[config.mk]
export PLATFORM = sky130hd
export DESIGN_NAME = io_bus_arbiter
export DESIGN_NICKNAME = d
export VERILOG_FILES = /design/src/rtl/io_bus_arbiter.sv
export SDC_FILE = /design/constraint.sdc
export NUM_CORES = 1
export LEC_CHECK = 0
export CAP_MARGIN = 10
export CORE_MARGIN = 5
export CORE_UTILIZATION = 30
export DETAILED_ROUTE_END_ITERATION = 12
export PLACE_DENSITY_LB_ADDON = 0.2
export RECOVER_POWER = 25
export SETUP_SLACK_MARGIN = 0.2
export SLEW_MARGIN = 20
export SYNTH_ARGS = -nofsm -noshare
export SYNTH_HDL_FRONTEND = slang
export SYNTH_SLANG_ARGS = --single-unit
[constraint.sdc]
create_clock -name wb_clk_i -period 2 [get_ports wb_clk_i]
set_clock_uncertainty 0.05 [all_clocks]
set_input_delay 0.3 -clock wb_clk_i [delete_from_list [all_inputs] [get_ports wb_clk_i]]
set_output_delay 0.3 -clock wb_clk_i [all_outputs]
set_load 0.02 [all_outputs]
[src/rtl/io_bus_arbiter.sv]
// io_bus_arbiter: shares the peripheral IO bus between the CPU (priority, zero latency) and Wishbone.
// Optional IO_ARB_STATS_EN adds saturating grant/forced-hold counters readable at wbs_adr_i[8]=1.
module io_bus_arbiter #(
    parameter int MAX_WAIT = 8
) (
    input  logic       wb_clk_i,
    input  logic       rst_n,
    input  logic       cpu_cyc,
    input  logic       cpu_we,
    input  logic [7:0] cpu_addr,
    input  logic [7:0] cpu_dat_o,
    output logic [7:0] cpu_dat_i,
    output logic       cpu_hold,
    input  logic       wb_io_sel,
    input  logic       wbs_cyc_i,
    input  logic       wbs_stb_i,
    input  logic       wbs_we_i,
    input  logic [8:0] wbs_adr_i,
    input  logic [7:0] wbs_dat_i,
    output logic [7:0] wbs_dat_o,
    output logic       wbs_ack_o,
    output logic       bus_cyc,
    output logic [5:0] bus_addr,
    output logic [7:0] bus_data_out,
    output logic       bus_we_gpios,
    output logic       bus_we_timers,
    output logic       bus_we_serial_ports,
    output logic       bus_we_sid,
    input  logic [7:0] bus_in_gpios,
    input  logic [7:0] bus_in_timers,
    input  logic [7:0] bus_in_serial_ports,
    input  logic [7:0] bus_in_sid
);
    typedef enum logic [1:0] {S_IDLE, S_WAIT, S_XFER, S_ACK} state_t;
    state_t r_state, w_next;
    logic [7:0] r_wait_cnt, r_dat, w_mux, w_stat_dat;
    logic       w_wb_req, w_wb_own, w_own_cyc, w_own_we, w_wait_max, w_forced, w_stat, w_stat_rd;
    logic [1:0] w_dev;

    assign w_wb_req   = wbs_cyc_i & wbs_stb_i & wb_io_sel;
    assign w_wait_max = r_wait_cnt == 8'(MAX_WAIT - 1);
    assign w_forced   = (r_state == S_WAIT) & w_wb_req & cpu_cyc & w_wait_max;
    assign w_stat_rd  = (r_state == S_IDLE) & w_wb_req & w_stat & !wbs_we_i;

    always_ff @(posedge wb_clk_i)
        if (!rst_n) r_state <= S_IDLE;
        else        r_state <= w_next;

    always_comb begin
        w_next = r_state;
        case (r_state)
            S_IDLE:  w_next = !w_wb_req ? S_IDLE : w_stat ? S_ACK : cpu_cyc ? S_WAIT : S_XFER;
            S_WAIT:  w_next = !w_wb_req ? S_IDLE : (!cpu_cyc || w_wait_max) ? S_XFER : S_WAIT;
            S_XFER:  w_next = S_ACK;
            default: w_next = S_IDLE;
        endcase
    end

    // While reset is asserted the CPU keeps the bus even if the FSM is still in XFER.
    always_comb begin
        w_wb_own            = (r_state == S_XFER) & rst_n;
        w_own_cyc           = w_wb_own ? w_wb_req : cpu_cyc;
        w_own_we            = w_wb_own ? wbs_we_i : cpu_we;
        w_dev               = w_wb_own ? wbs_adr_i[7:6] : cpu_addr[7:6];
        bus_cyc             = w_own_cyc;
        bus_addr            = w_wb_own ? wbs_adr_i[5:0] : cpu_addr[5:0];
        bus_data_out        = w_wb_own ? wbs_dat_i : cpu_dat_o;
        bus_we_gpios        = w_own_cyc & w_own_we & (w_dev == 2'd0);
        bus_we_timers       = w_own_cyc & w_own_we & (w_dev == 2'd1);
        bus_we_serial_ports = w_own_cyc & w_own_we & (w_dev == 2'd2);
        bus_we_sid          = w_own_cyc & w_own_we & (w_dev == 2'd3);
        w_mux               = w_dev == 2'd0 ? bus_in_gpios :
                              w_dev == 2'd1 ? bus_in_timers :
                              w_dev == 2'd2 ? bus_in_serial_ports : bus_in_sid;
        cpu_dat_i           = w_wb_own ? 8'h00 : w_mux;
        cpu_hold            = w_wb_own & cpu_cyc;
        wbs_ack_o           = r_state == S_ACK;
        wbs_dat_o           = r_dat;
    end

    always_ff @(posedge wb_clk_i)
        if (!rst_n) begin
            r_wait_cnt <= 8'd0;
            r_dat      <= 8'h00;
        end else begin
            r_wait_cnt <= r_state == S_WAIT ? r_wait_cnt + 8'd1 : 8'd0;
            if (w_wb_own & w_wb_req & !wbs_we_i) r_dat <= w_mux;
            else if (w_stat_rd)                  r_dat <= w_stat_dat;
        end

`ifdef IO_ARB_STATS_EN
    logic [15:0] r_grants, r_forced_holds;
    assign w_stat     = wbs_adr_i[8];
    assign w_stat_dat = wbs_adr_i[1:0] == 2'd0 ? r_grants[7:0] :
                        wbs_adr_i[1:0] == 2'd1 ? r_grants[15:8] :
                        wbs_adr_i[1:0] == 2'd2 ? r_forced_holds[7:0] : r_forced_holds[15:8];
    always_ff @(posedge wb_clk_i)
        if (!rst_n || ((r_state == S_IDLE) & w_wb_req & w_stat & wbs_we_i)) begin
            r_grants       <= 16'd0;
            r_forced_holds <= 16'd0;
        end else begin
            if (r_state == S_XFER && r_grants != 16'hFFFF) r_grants <= r_grants + 16'd1;
            if (w_forced && r_forced_holds != 16'hFFFF)    r_forced_holds <= r_forced_holds + 16'd1;
        end
`else
    logic w_unused_adr8;
    assign w_unused_adr8 = wbs_adr_i[8] | w_forced;
    assign w_stat        = 1'b0;
    assign w_stat_dat    = 8'h00;
`endif
endmodule

## Yosys cells after proc, flatten, opt, wreduce, memory -nomap -nowiden

Index checks and enable logic that the tools add are counted.

| word-level totals | value |
|---|---|
| bits in registers | 18 |
| input port bits | 73 |
| output and inout port bits | 37 |
| word-level logic and storage cells | 42 |

| operators by class | value |
|---|---|
| $add $sub $neg | 1 |
| equality and inequality tests | 7 |
| muxes and demuxes | 14 |
| bitwise operators | 11 |
| reduce and logical (&&, ||, !) cells | 6 |

Operators with widths:

| kind | count |
|---|---|
| $mux W8 | 5 |
| $and A1 B1 Y1 | 11 |
| $mux W2 | 5 |
| $add A8 B1 Y8 const B | 1 |
| $eq A2 B2 Y1 const B | 4 |
| $eq A8 B3 Y1 const B | 1 |
| $mux W6 | 1 |
| $pmux W2 S3 | 1 |
| $eq A2 B1 Y1 const B | 2 |
| $logic_not A2 Y1 | 2 |
| $logic_not A1 Y1 | 2 |
| $mux W1 | 2 |
| $reduce_and A2 Y1 | 1 |
| $logic_or A1 B1 Y1 | 1 |

## Depth between registers and ports, before layout

Gate-level depths: netlist of run 1.

| logic depth | value |
|---|---|
| depth after elaboration | 8 |
| mapped depth | 5 |
| mapped depth without buffers | 4 |

## Least setup slack after synthesis of run 1

No wires, ideal clock.

| timing | value |
|---|---|
| path type | reg-to-output |
| start point | register r_state[0] |
| end point | output port bus_addr[3] |
| arrival time | 1.507 ns |
| required time | 1.650 ns |
| path slack | 0.143 ns |
| cell stages (with the launch flop) | 5 |
| buffers on the path | 2 |
| cells stage by stage | dfxtp_1 -> nand3b_4 -> clkbuf_1 -> buf_2 -> mux2_2 |

| between the ends | value |
|---|---|
| word-level cells in the longest chain between the ends | 3 |

Ends and longest elaborated chain:

| element | RTL line | source |
|---|---|---|
| from (decl) | 35 | `state_t r_state, w_next;` |
| from (signal assigned) | 47 | `else r_state <= w_next;` |
| $eq A2 B2 Y1 | 61 | `w_wb_own = (r_state == S_XFER) & rst_n;` |
| $and A1 B1 Y1 | 61 |  |
| $mux W6 | 66 | `bus_addr = w_wb_own ? wbs_adr_i[5:0] : cpu_addr[5:0];` |
| to (decl) | 23 | `output logic [5:0] bus_addr,` |

No other way between the ends.

## Worst setup path after layout of run 1

| timing | value |
|---|---|
| start point | register r_state[0] |
| end point | output port cpu_dat_i[3] |

| between the ends | value |
|---|---|
| word-level cells in the longest chain between the ends | 8 |
| elaborated cells on any way between the ends | 10 |
| those cells by class | eq/ne: 3; mux: 5; bitwise: 1; reduce/logical: 1 |

Ends and longest elaborated chain:

| element | RTL line | source |
|---|---|---|
| $eq A2 B2 Y1 (*) | 61 |  |
| $and A1 B1 Y1 (*) | 61 |  |
| $mux W2 | 64 | `w_dev = w_wb_own ? wbs_adr_i[7:6] : cpu_addr[7:6];` |
| $eq A2 B2 Y1 | 74 | `w_dev == 2'd2 ? bus_in_serial_ports : bus_in_sid;` |
| $mux W8 | 74 |  |
| $mux W8 | 73 | `w_dev == 2'd1 ? bus_in_timers :` |
| $mux W8 | 72 | `w_mux = w_dev == 2'd0 ? bus_in_gpios :` |
| $mux W8 (*) | 75 | `cpu_dat_i = w_wb_own ? 8'h00 : w_mux;` |
| to (decl) | 12 | `output logic [7:0] cpu_dat_i,` |

Mark *: on every way between the ends. The rest lies on a longest branch, timed or not.

==> results of run 1 <==
[path summary, 6_finish.rpt]
kind,startpoint,to,slack (ps),cells after the start
setup / recovery,r_state[0],cpu_dat_i[3],-160,7
hold / removal,r_wait_cnt[0],r_wait_cnt[0],430,1
setup reg to reg,r_state[0],wbs_dat_o[1],0,11
hold reg to reg,r_wait_cnt[0],r_wait_cnt[0],430,1
[layout by cell type, fill, tap and decap left out, types with 2 or more instances in the layout]
cell type,netlist,routed
and2_4,0,8
dfxtp_1,18,17
mux2i_1,16,15
mux4_2,5,8
nand2_1,2,2
xor2_1,5,5
inv_1,3,3
mux2_2,14,13
a221oi_1,8,6
a21oi_1,8,8
buf_12,0,4
nor2b_4,0,2
nor2_1,13,11
clkbuf_8,0,4
buf_4,0,42
a221oi_2,0,2
buf_2,1,2
dlygate4sd2_1,0,3
clkdlybuf4s50_1,0,77
and3_1,3,2
buf_6,2,28
nand3_1,6,6
[per-layer routing]
metal,GRT usage (%),vias to the layer above,share of wire (%)
met5,0,-,0
met4,2.797,0,0.55
met3,4.931,4,5.3
met2,32.77,38,55
met1,18.66,774,39
li1,-,849,-
[power groups by stage]
stage | clock network, uW | logic (uW) | registers (uW)
after floorplan | 0 | 188 | 372
after global placement | 0 | 470 | 371
after detailed placement | 0 | 475 | 371
after CTS | 310 | 507 | 363
after global routing | 328 | 584 | 363
final | 306 | 551 | 363
[critical path, cell delays in order, from the launching register on]
cell and delay (ps):
dfxtp_2 330, nand3b_4 150, mux2i_4 260, buf_6 130
buf_12 110, mux4_2 290, and2_4 150, buf_6 120
[sequential cells by signal (all words and copies together), names as in the netlist]
| signal | flops |
|---|---|
| r_state | 2 |
| r_wait_cnt | 8 |
| wbs_dat_o | 8 |
[logic make-up after synthesis]
family,count (synthesis),share of synthesized area [%]
fa+ha+maj,1,0.8840
flops,18,25.46
xor+xnor,6,3.713
simple gates,44,17.77
compound gates,21,10.79
buf+inv,10,3.801
mux,39,37.58
[cells in the mapped netlist]
master	n	area, sq um
xnor2_1	1	8.760
buf_6	2	22.52
and2_1	9	56.30
nor3b_1	1	7.510
ha_1	1	12.51
xor2_1	5	43.79
nor3_1	1	5.000
mux2_2	14	157.7
nor2_1	13	48.80
dfxtp_1	18	360.4
mux2i_1	16	160.2
nor4b_1	1	8.760
a221oi_1	8	70.07
a32oi_1	2	17.52
a21o_1	1	7.510
inv_2	1	3.750
a21oi_1	8	40.04
nor4_1	2	12.51
o21a_1	1	7.510
nand2_1	2	7.510
inv_1	3	11.26
mux2i_4	1	22.52
mux4_1	3	78.83
mux4_2	5	112.6
buf_2	1	5.000
a41o_1	1	10.01
nor2b_1	3	18.77
nand3b_1	1	7.510
nand3_1	6	30.03
nor3_2	1	10.01
nand3b_4	1	20.02
and3_1	3	18.77
clkbuf_1	3	11.26
[through the flow]
stage / hold WS, ps / TNS (ps) / setup slack (ps)
2_1_floorplan: 387.7 / 0 / 213.7
3_3_place_gp: 407.8 / -15830 / -653.7
3_5_place_dp: 416.1 / -15850 / -666.9
4_1_cts: 432.8 / -2791 / -155.7
5_1_grt: 464.2 / -2053 / -214.4
6_report: 428.8 / -1262 / -155.7
[layout make-up]
| cell class | instances | area [sq um] | share of cell area (%) |
|---|---|---|---|
| clock buffers | 4 | 55.05 | 1.734 |
| inverters | 4 | 17.52 | 0.5516 |
| multi-input cells | 111 | 1114 | 35.07 |
| flip-flops and latches | 18 | 361.6 | 11.39 |
| well taps | 54 | 67.56 | 2.128 |
| repair buffers | 158 | 1560 | 49.13 |
[what timing repair did]
action / CTS / global route
resized for setup: 105 / 95
pin swaps: 10 / 8
hold endpoints to repair: 0 / 0
gates cloned: 1 / 0
setup buffers: 6 / 10
hold buffers: 0 / 0
setup endpoints to repair: 37 / 36
==> results.toml, run 1 <==
[sta]
fmaxAchievable_mhz = 463.9
setup_viol = 9
drv_slew = 0
setup_ws_ps = -155.7
finalCriticalPeriod_ps = 2156
rsz0062_at_grt = "yes"
hold_viol = 0
tightest_slew_ps = 310.6
period_share_pct = 107.8
slew_headroom_pct = 79.23

[floorplanning]
core_area_sq_um = 4661
fp-row-count = 25
die_h_um = 78.68
pin_count = 110
dieWidth_um = 78.68
initial_utilization_pct = 30.36
die_area_sq_um = 6191

[critical_path]
path_class = "reg2out"
cp-start-kind = "flip-flop"
end_kind = "primary output"
crit_required_ps = 1650
arrival_ps = 1810
critPathMaxFanout = 7

[routing]
detail-route-antenna-nets = 0
drc_errors = 0
wl_mm = 5.606
num_vias = 1665
wire_per_inst_um = 16.06
drt_iter0_markers = 50
drtPass1Iterations = 4
via_per_inst = 4.771

[synth]
synth_area_per_cell_sq_um = 10.18
synthesis.nets = 213
yosys_warnings = 0
synth_seq_cells = 18
ys_types = 33
synth.cell_area_sq_um = 1415
seq_area_frac_synth_pct = 25.46
syn_inst = 139

[pwr]
powerDensity_nw_per_um2 = 384.3
irDropWorstVdd_v = 0.0002545
power.leakage_uw = 0.001388
total_power_uw = 1220
p_switching_uw = 328.5
switching_share_pct = 26.92
p_int_uw = 891.9
p_seq_share_pct = 29.7
p_comb_share_pct = 45.2
clock_power_share_pct = 25.1

[final_layout]
finalNetCount = 370
area_growth_pct = 124.4
fillers = 364
num_antenna_cells = 0
drive_above_1_share_pct = 43.73
final_cells = 349
stdcell_area_sq_um = 3176
final_util_pct = 68.13

[cts]
cts_buffers = 3
clockRootBuffer = "clkbuf_8"
clk_latency_ps = 250
cts_max_level = 1
cts_tree = "yes"
clk_pin_slew_ps = 70
cts_buffer_depth = 2
cts.sinks = 18

[grt]
overflow = 0
first_global_vias = 1759
grt_max_degree = 14
grt_pass1_wl_mm = 8.452
grt.total_usage_pct = 17.11
antenna_found_initial = 0

[outcome]
failed_checks = "setup timing"
outcome = "finished, violations left"

[place]
gp_congestion = 0.7678
portBuffers = 108
dp_hpwl_mm = 4.310
placed_area_sq_um = 2810
placedCellCount = 328

[min_path]
hp-class = "reg2reg"

[flow_run]
max-cap-violations = 0
Power figures use the tool's default switching activity.
==> run 2, diff against run 1 <==
RECOVER_POWER = unset   (was 25)
==> results of run 2 <==
Final layout, timing and power as in run 1 (identical DEF).
==> run 3, diff against run 2 <==
CORE_MARGIN = unset   (was 5)
==> results.toml, run 3 (synthesis results as in run 1) <==
[cts]
cts.sinks = 18
cts_max_level = 1
cts_buffers = 3
clk_latency_ps = 260
cts_buffer_depth = 2
clk_pin_slew_ps = 70
clockRootBuffer = "clkbuf_8"
cts_tree = "yes"

[final_layout]
final_util_pct = 65.46
num_antenna_cells = 0
final_cell_mix = "clkdlybuf4s50_1 (77), buf_4 (33), dfxtp_1 (17), mux2i_1 (16)"
finalNetCount = 355
fillers = 382
drive_above_1_share_pct = 38.21
multi_input_area_sq_um = 1037
seq_area_sq_um = 361.6
final_common_cell = "clkdlybuf4s50_1"
area_growth_pct = 105.6
final_cells = 332

[critical_path]
crit_chain = "nand3b_4, mux2i_4, buf_12, mux4_2, and2_4, buf_6"
arrival_ps = 1730
path_class = "reg2out"
worst-path-buf-inv = 2
critPathMaxFanout = 8
path_delay_family = "multiplexers"
cpPeakStageDelay_ps = 330
r2r-start = "r_state[0]"
cp-start-kind = "flip-flop"
end_kind = "primary output"
crit_required_ps = 1650
slowest_stage = "dfxtp_2"
critPathLaunch = "r_state[0]"

[grt]
grt_max_degree = 13
grt_pass1_wl_mm = 7.617
first_global_vias = 1631
grt.total_usage_pct = 19.45
antenna_found_initial = 0
overflow = 0

[place]
gp_congestion = 0.7034
placedCellCount = 321
dp_hpwl_mm = 3.813
portBuffers = 108

[routing]
wl_mm = 4.719
num_vias = 1604
via_per_inst = 4.831
wire_per_inst_um = 14.21
detail-route-antenna-nets = 0
drc_errors = 1
drtPass1Iterations = 8
drt_iter0_markers = 32

[sta]
slew_headroom_pct = 79.96
hold_viol = 0
rsz0062_at_grt = "yes"
setup_viol = 15
fmaxAchievable_mhz = 481.9
period_share_pct = 103.8
tightest_slew_ps = 299.6
finalCriticalPeriod_ps = 2075
drv_slew = 0
setup_ws_ps = -75.24

[floorplanning]
initial_utilization_pct = 31.84
die_h_um = 70.68
pin_count = 110
core_area_sq_um = 4444
dieWidth_um = 70.68
die_area_sq_um = 4996
fp-row-count = 24

[pwr]
powerDensity_nw_per_um2 = 393.7
irDropWorstVdd_v = 0.0002392
power.leakage_uw = 0.001237

[outcome]
failed_checks = "DRC, setup timing"
outcome = "finished, violations left"

[min_path]
hp-class = "reg2reg"
min-delay-start = "r_wait_cnt[0]"

[flow_run]
max-cap-violations = 0
==> run 3: layout make-up <==
class / count / area share (%)
timing repair inverter: 1 / 0.2581
tap: 52 / 2.237
clock buffer: 4 / 1.892
inverter: 4 / 0.6022
timing repair buffer: 142 / 46.92
multi-input combinational: 111 / 35.66
sequential: 18 / 12.43
==> run 3: what timing repair did <==
action,in CTS,in global routing
pin swaps,8,0
hold endpoints to repair,0,0
cloned,1,0
hold buffers,0,0
setup endpoints to repair,35,27
setup buffers,6,0
gates resized for setup,129,9
==> run 3: metrics by stage <==
stage	total power (uW)	setup WS [ps]	setup TNS (ps)	instance area (sq um)	hold slack (ps)
detailed placement	831.4	-698.7	-16530	2758	415.9
CTS	1145	-90.05	-660.3	2893	431.5
finish	1145	-75.24	-589.2	2909	426.7
global route	1196	-138.4	-1971	2909	476.5
floorplan	560.3	213.7	0	1429	387.7
global placement	826.6	-694.8	-16180	2758	409.9
==> run 3: final timing paths <==
| kind | to | slack [ps] | depth (start not counted) |
|---|---|---|---|
| setup / recovery | cpu_dat_i[1] | -80 | 6 |
| hold / removal | r_wait_cnt[0] | 430 | 1 |
| setup reg to reg | wbs_dat_o[4] | 380 | 7 |
| hold reg to reg | r_wait_cnt[0] | 430 | 1 |
==> run 3: metal layers <==
metal | global-route usage (%) | up-vias | share of wire [%]
met5 | 0 | - | 0
met4 | 3.333 | 0 | 0.70
met3 | 4.986 | 5 | 4.7
met2 | 37.71 | 36 | 56
met1 | 21.43 | 745 | 39
li1 | - | 818 | -
==> run 3: where the power goes <==
part / leakage (uW) / switching, uW / internal [uW]
combinational: 0.00106 / 172 / 310
clock: 0.0000288 / 125 / 175
sequential: 0.000146 / 1.85 / 361
==> RTL edit 1 (flow settings as in run 2) <==
The 4 states of `state_t` get a Gray code encoding in 2 bits.
--- a/src/rtl/io_bus_arbiter.sv
+++ b/src/rtl/io_bus_arbiter.sv
@@ -33,3 +33,3 @@
 );
-    typedef enum logic [1:0] {S_IDLE, S_WAIT, S_XFER, S_ACK} state_t;
+    typedef enum logic [1:0] {S_IDLE = 2'b00, S_WAIT = 2'b01, S_XFER = 2'b11, S_ACK = 2'b10} state_t;
     state_t r_state, w_next;
Behaviour: same outputs for any inputs over 10 cycles, from zero or initial values and one cycle with rst_n low; not proved beyond that.
==> RTL edit 1 against run 2 <==
  * The run still ends with negative setup slack left
  * Wire length increased by 2.8%
  * Worst setup slack improved by 0.080 ns
  * Hold slack got worse by 0.034 ns
  * Area after synthesis decreased by 1.4%
  * Power decreased by 6.8%
  * Sequential cell count unchanged
  * Core utilization increased by 2.2 points
  * Global-route usage increased by 0.34 points
  * Cell count decreased by 4.0%
  * Cell area decreased by 1.6%
==> RTL edit 1: results (changes against run 2) <==
Status: finished, violations left
Violated checks: negative setup slack
Metal-1 WL: 2360 um (+8.6%)
Layout cells sized above 1: 0.424 (-0.0133)
Routed met2 length: 2820 um (-9.3%)
Grt met3 use: 0.0503 (+0.00103)
Final setup margin: -0.0752 ns (+0.0805 ns)
Drt via density: 5.04 (+5.6%)
Setup TNS: -0.548 ns (+0.714 ns)
Number of global-route vias before repair: 1,742 (-0.97%)
Grt met2 use: 0.315 (-0.0126)
Fin Hold WS: 0.395 ns (-0.0336 ns)
Syn_nets: 213 (unchanged)
Clock latency on the worst-skew pair: 0.25 ns (about the same)
GRT Util Overall: 0.174 (+0.00338)
Placed insts: 320 (-2.4%)
FF-to-FF setup slack: 0.22 ns (+0.22 ns)
Routability cong.: 0.811 (+5.6%)
P per Cell Area: 364 mW/mm^2 (-5.2%)
Clock root cell: clkbuf_8
TritonRoute pass-1 iters: 4 (unchanged)
Initial DRC count: 30 (-40%)
Worst slack, placed: -0.701 ns (-0.0342 ns)
Synth cell types: 35 (+6.1%)
Crit-path max FO: 8 (+1)
Clock power share: 0.262 (+0.011)
Net Sw Power: 0.291 mW (-11%)
GRT met1 Usage: 0.209 (+0.0222)
Drt total wl: 5760 um (+2.8%)
Max IR drop VDD: 0.267 mV (+4.8%)
Largest net degree at the start of global routing: 23 (+9)
Reg2Reg Capture Point: wbs_dat_o[7]
Synth top area cells: dfxtp_1, mux2i_1, mux2_2
WL met3: 546 um (+85%)
FFs w/ async S/R, synth: 0 (unchanged)
Hold Path Stages: 1 (unchanged)
Slowest-stage cell, CP: clkdlybuf4s50_1
Hold EP: r_wait_cnt[0]
Reg power frac: 0.317 (+0.020)
Final nets: 358 (-3.2%)
Final Setup Violations: 11 (+2)
First-pass GRT wire length: 8570 um (+1.4%)
Worst r2r path cells: 7 (-4)
Drt wl/cell: 17.2 um (+7.1%)
Slew @ Worst Pin: 0.321 ns (+0.0108 ns)
CP Data Arrival Time: 1.73 ns (-0.08 ns)
Hold path start: r_wait_cnt[0]
Top Layer Used: met4
Seq/Total Area, Yosys: 0.258 (+0.00365)
Ant diodes: 0 (unchanged)
Lkg Pwr: 1.34 nW (-3.6%)
Worst Hold Class: flop to flop
CP peak stage delay: 0.45 ns (+0.12 ns)
Input/output buffers: 108 (unchanged)
Ys Warns: 0 (unchanged)
Post-DP HPWL: 4410 um (+2.4%)
Placed Area: 0.00275 mm^2 (-2.1%)
Top cells by count, synth: dfxtp_1, mux2i_1, mux2_2, nor2_1, nand2_1
RTL edit 1: cell types whose count changed in the layout (fill, tap and decap cells not counted), sizes merged, moves of 7 or more:
cell / run 2 / this run
buf: 78 / 63
a221oi: 8 / 0
nand2: 2 / 10
o221ai: 0 / 8
a21oi: 8 / 1
RTL edit 1: repair_timing:
| action | 4_1_cts | 5_1_grt |
|---|---|---|
| gates cloned | 1 | 2 |
| resized for setup | 117 | 98 |
| setup buffers | 1 | 7 |
| endpoints found under the setup margin | 29 | 32 |
| pin swaps | 9 | 7 |
RTL edit 1: cells by family after synthesis:
| logic type | count (synthesis) | share of synthesized area |
|---|---|---|
| DFF | 18 | 0.258 |
| and+or+nand+nor | 51 | 0.192 |
| muxes | 39 | 0.381 |
| xor gates and xnor gates | 6 | 0.0377 |
| AOI/OAI and AO/OA | 14 | 0.0798 |
| adders and majority gates | 1 | 0.00897 |
| buffers and inverters | 10 | 0.0421 |
RTL edit 1: how the worst max path moves through the flow:
| stage | from | slack (ns) | end | cells after the start |
|---|---|---|---|---|
| finish | cpu_addr[7] | -0.08 | cpu_dat_i[4] | 6 |
| global route | r_state[0] | -0.14 | cpu_dat_i[6] | 6 |
| CTS | r_state[1] | -0.09 | cpu_dat_i[4] | 6 |
| detailed placement | rst_n | -0.70 | cpu_dat_i[6] | 7 |
| global placement | rst_n | -0.68 | cpu_dat_i[6] | 7 |
| floorplan | r_state[1] | 0.24 | cpu_dat_i[0] | 4 |
RTL edit 1: critical path: cells and delay by family:
kind	cells	cell delay, ns
multiplexers	2	0.54
buffers and inverters	3	0.73
AND/OR/NAND/NOR	1	0.15
RTL edit 1: area by class of cell:
cell class                 count  area (um^2)
clock buffer                   4         55.1
fill                         342         1320
inverter                       4         15.0
multi-input combinational    111         1110
sequential                    18          363
tap                           52         65.1
timing repair buffer         146         1520
==> RTL edit 2 (flow settings as in run 2) <==
Made on the original files. The option `IO_ARB_STATS_EN` is turned on by a define.
--- a/src/rtl/io_bus_arbiter.sv
+++ b/src/rtl/io_bus_arbiter.sv
@@ -2,2 +2,4 @@
 // Optional IO_ARB_STATS_EN adds saturating grant/forced-hold counters readable at wbs_adr_i[8]=1.
+`define IO_ARB_STATS_EN
+
 module io_bus_arbiter #(
Behaviour: not the same (a bounded check fails within 4 cycles, from zero or initial values and one cycle with rst_n low).
==> RTL edit 2 against run 2 <==
  * The flow still finishes with violations (negative setup slack)
  * Core utilization decreased by 10 points
  * Area after synthesis increased by 140%
  * Power increased by 97%
  * Worst setup slack got worse by 0.24 ns
  * Fmax decreased by 10%
  * Clock power increased by 110%
  * Wire length increased by 130%
  * Sequential cell count increased by 32
  * Cell area increased by 98%
  * Register-to-register slack got worse by 0.27 ns
==> RTL edit 2: results (changes against run 2) <==
DR DRC count: 0 (unchanged)
GRT Util Overall: 0.178 (+0.00714)
Layout cells sized above 1: 0.453 (+0.0153)
Synth Area in Adders: 0.0113 (+0.00243)
# fillers: 938 (+160%)
Violated checks: negative setup slack
Metal-1 WL: 5560 um (+160%)
Xor/xnor cell area share of the yosys netlist: 0.0631 (+0.0260)
P_int: 1.73 mW (+94%)
Crit-path max FO: 5 (-2)
Post-DP HPWL: 9090 um (+110%)
Placed Area: 0.00515 mm^2 (+83%)
H-tree lvl count: 2 (+1)
Ant diodes: 0 (unchanged)
Routed met2 length: 6440 um (+110%)
CTS Buf Count: 5 (+2)
Top cells by count, synth: nand2_1, dfxtp_1, nor2_1
Final nets: 687 (+86%)
Setup TNS: -6.84 ns (-5.58 ns)
Clock root cell: clkbuf_8
Initial DRC count: 316 (+530%)
Input/output buffers: 109 (+0.93%)
TritonRoute pass-1 iters: 4 (unchanged)
Synth Area in Compound Gates: 0.141 (+0.0327)
Final Setup Violations: 40 (+31)
Status: finished, violations left
CP Data Arrival Time: 2.05 ns (+0.24 ns)
Worst r2r path cells: 9 (-2)
Number of global-route vias before repair: 3,760 (+110%)
Max IR drop VDD: 0.249 mV (-2.2%)
Syn_nets: 486 (+130%)
Register clock-pin slew on the reported worst setup and hold paths: 0.09 ns (+0.02 ns)
Routability cong.: 0.870 (+13%)
WL met3: 905 um (+210%)
Final std cells w/o fill: 752 (+120%)
Seq/Total Area, Yosys: 0.301 (+0.0460)
Max_slew headroom: 0.698 (-0.0946)
Drt wl/cell: 17.4 um (+8.2%)
Via Count: 3,919 (+140%)
Hold Path Stages: 1 (unchanged)
Largest net degree at the start of global routing: 16 (+2)
Synth top area cells: dfxtp_1, nand2_1, mux4_2
First-pass GRT wire length: 19,200 um (+130%)
Synth cell types: 56 (+70%)
CTS max path bufs: 2 (unchanged)
Clock latency on the worst-skew pair: 0.31 ns (+0.06 ns)
Final setup margin: -0.397 ns (-0.241 ns)
Lkg Pwr: 2.48 nW (+78%)
Multiplexer share of the synthesized area: 0.149 (-0.227)
Synthesized instance count: 410 (+190%)
Placed insts: 704 (+110%)
## RTL edit 2: cell types whose count changed after synthesis, sizes merged, moves of 10 or more
cell | before | now
dfxtp | 18 | 50
nor2 | 13 | 44
xnor2 | 1 | 17
nand2 | 2 | 80
a31oi | 0 | 11
nand3 | 6 | 19
nor3 | 2 | 12
## RTL edit 2: metal layers
layer,vias to the layer above,track usage
met2,123,0.303
met4,0,0.0438
met3,13,0.0279
li1,1911,-
met5,-,0
met1,1872,0.237
## RTL edit 2: kinds of logic after synthesis
logic type                 count (synthesis)
AOI/OAI and AO/OA                         67
xor gates and xnor gates                  24
adders and majority gates                  3
buffers and inverters                     24
DFF                                       50
muxes                                     34
and+or+nand+nor                          208
## RTL edit 2: through the flow
stage / utilization / hold slack (ns) / setup slack (ns)
2_1_floorplan: - / 0.363 / 0.0741
6_report: 0.581 / 0.395 / -0.397
4_1_cts: 0.515 / 0.401 / -0.449
3_5_place_dp: 0.475 / 0.381 / -0.765
5_1_grt: 0.581 / 0.413 / -0.484
3_3_place_gp: 0.475 / 0.376 / -0.717
## RTL edit 2: final timing paths
| kind | slack (ns) | from | endpoint |
|---|---|---|---|
| worst max-delay path | -0.40 | r_state[0] | cpu_dat_i[4] |
| worst min register to register | 0.39 | r_wait_cnt[0] | r_wait_cnt[0] |
| worst max register to register | -0.27 | r_state[0] | wbs_dat_o[1] |
| worst min-delay path | 0.39 | r_wait_cnt[0] | r_wait_cnt[0] |
## RTL edit 2: what timing repair did
item,CTS,global route
pin swaps,19,41
gates resized for setup,199,136
setup endpoints to repair,54,68
gates cloned,3,2
buffers inserted,13,22
## RTL edit 2: cell type report
class / count / share of cell area
tap: 140 / 0.0278
sequential: 50 / 0.162
clock inverter: 1 / 0.000794
inverter: 2 / 0.00119
timing repair buffer: 216 / 0.347
multi-input combinational: 336 / 0.447
clock buffer: 7 / 0.0137
## RTL edit 2: worst max-delay path, delay by kind of cell (launching register included)
| kind | cells | cell delay, ns |
|---|---|---|
| mux | 2 | 0.52 |
| buf+inv | 4 | 0.51 |
| simple gates | 1 | 0.28 |
| flops | 1 | 0.33 |
| compound gates | 1 | 0.10 |
## RTL edit 2: power groups by stage
| stage | clock network [mW] | registers (mW) | logic [mW] |
|---|---|---|---|
| 2_1_floorplan | 0 | 1.03 | 0.267 |
| 3_3_place_gp | 0 | 1.03 | 0.608 |
| 3_5_place_dp | 0 | 1.03 | 0.614 |
| 4_1_cts | 0.650 | 1.01 | 0.673 |
| 5_1_grt | 0.687 | 1.01 | 0.817 |
| 6_report | 0.630 | 1.01 | 0.773 |
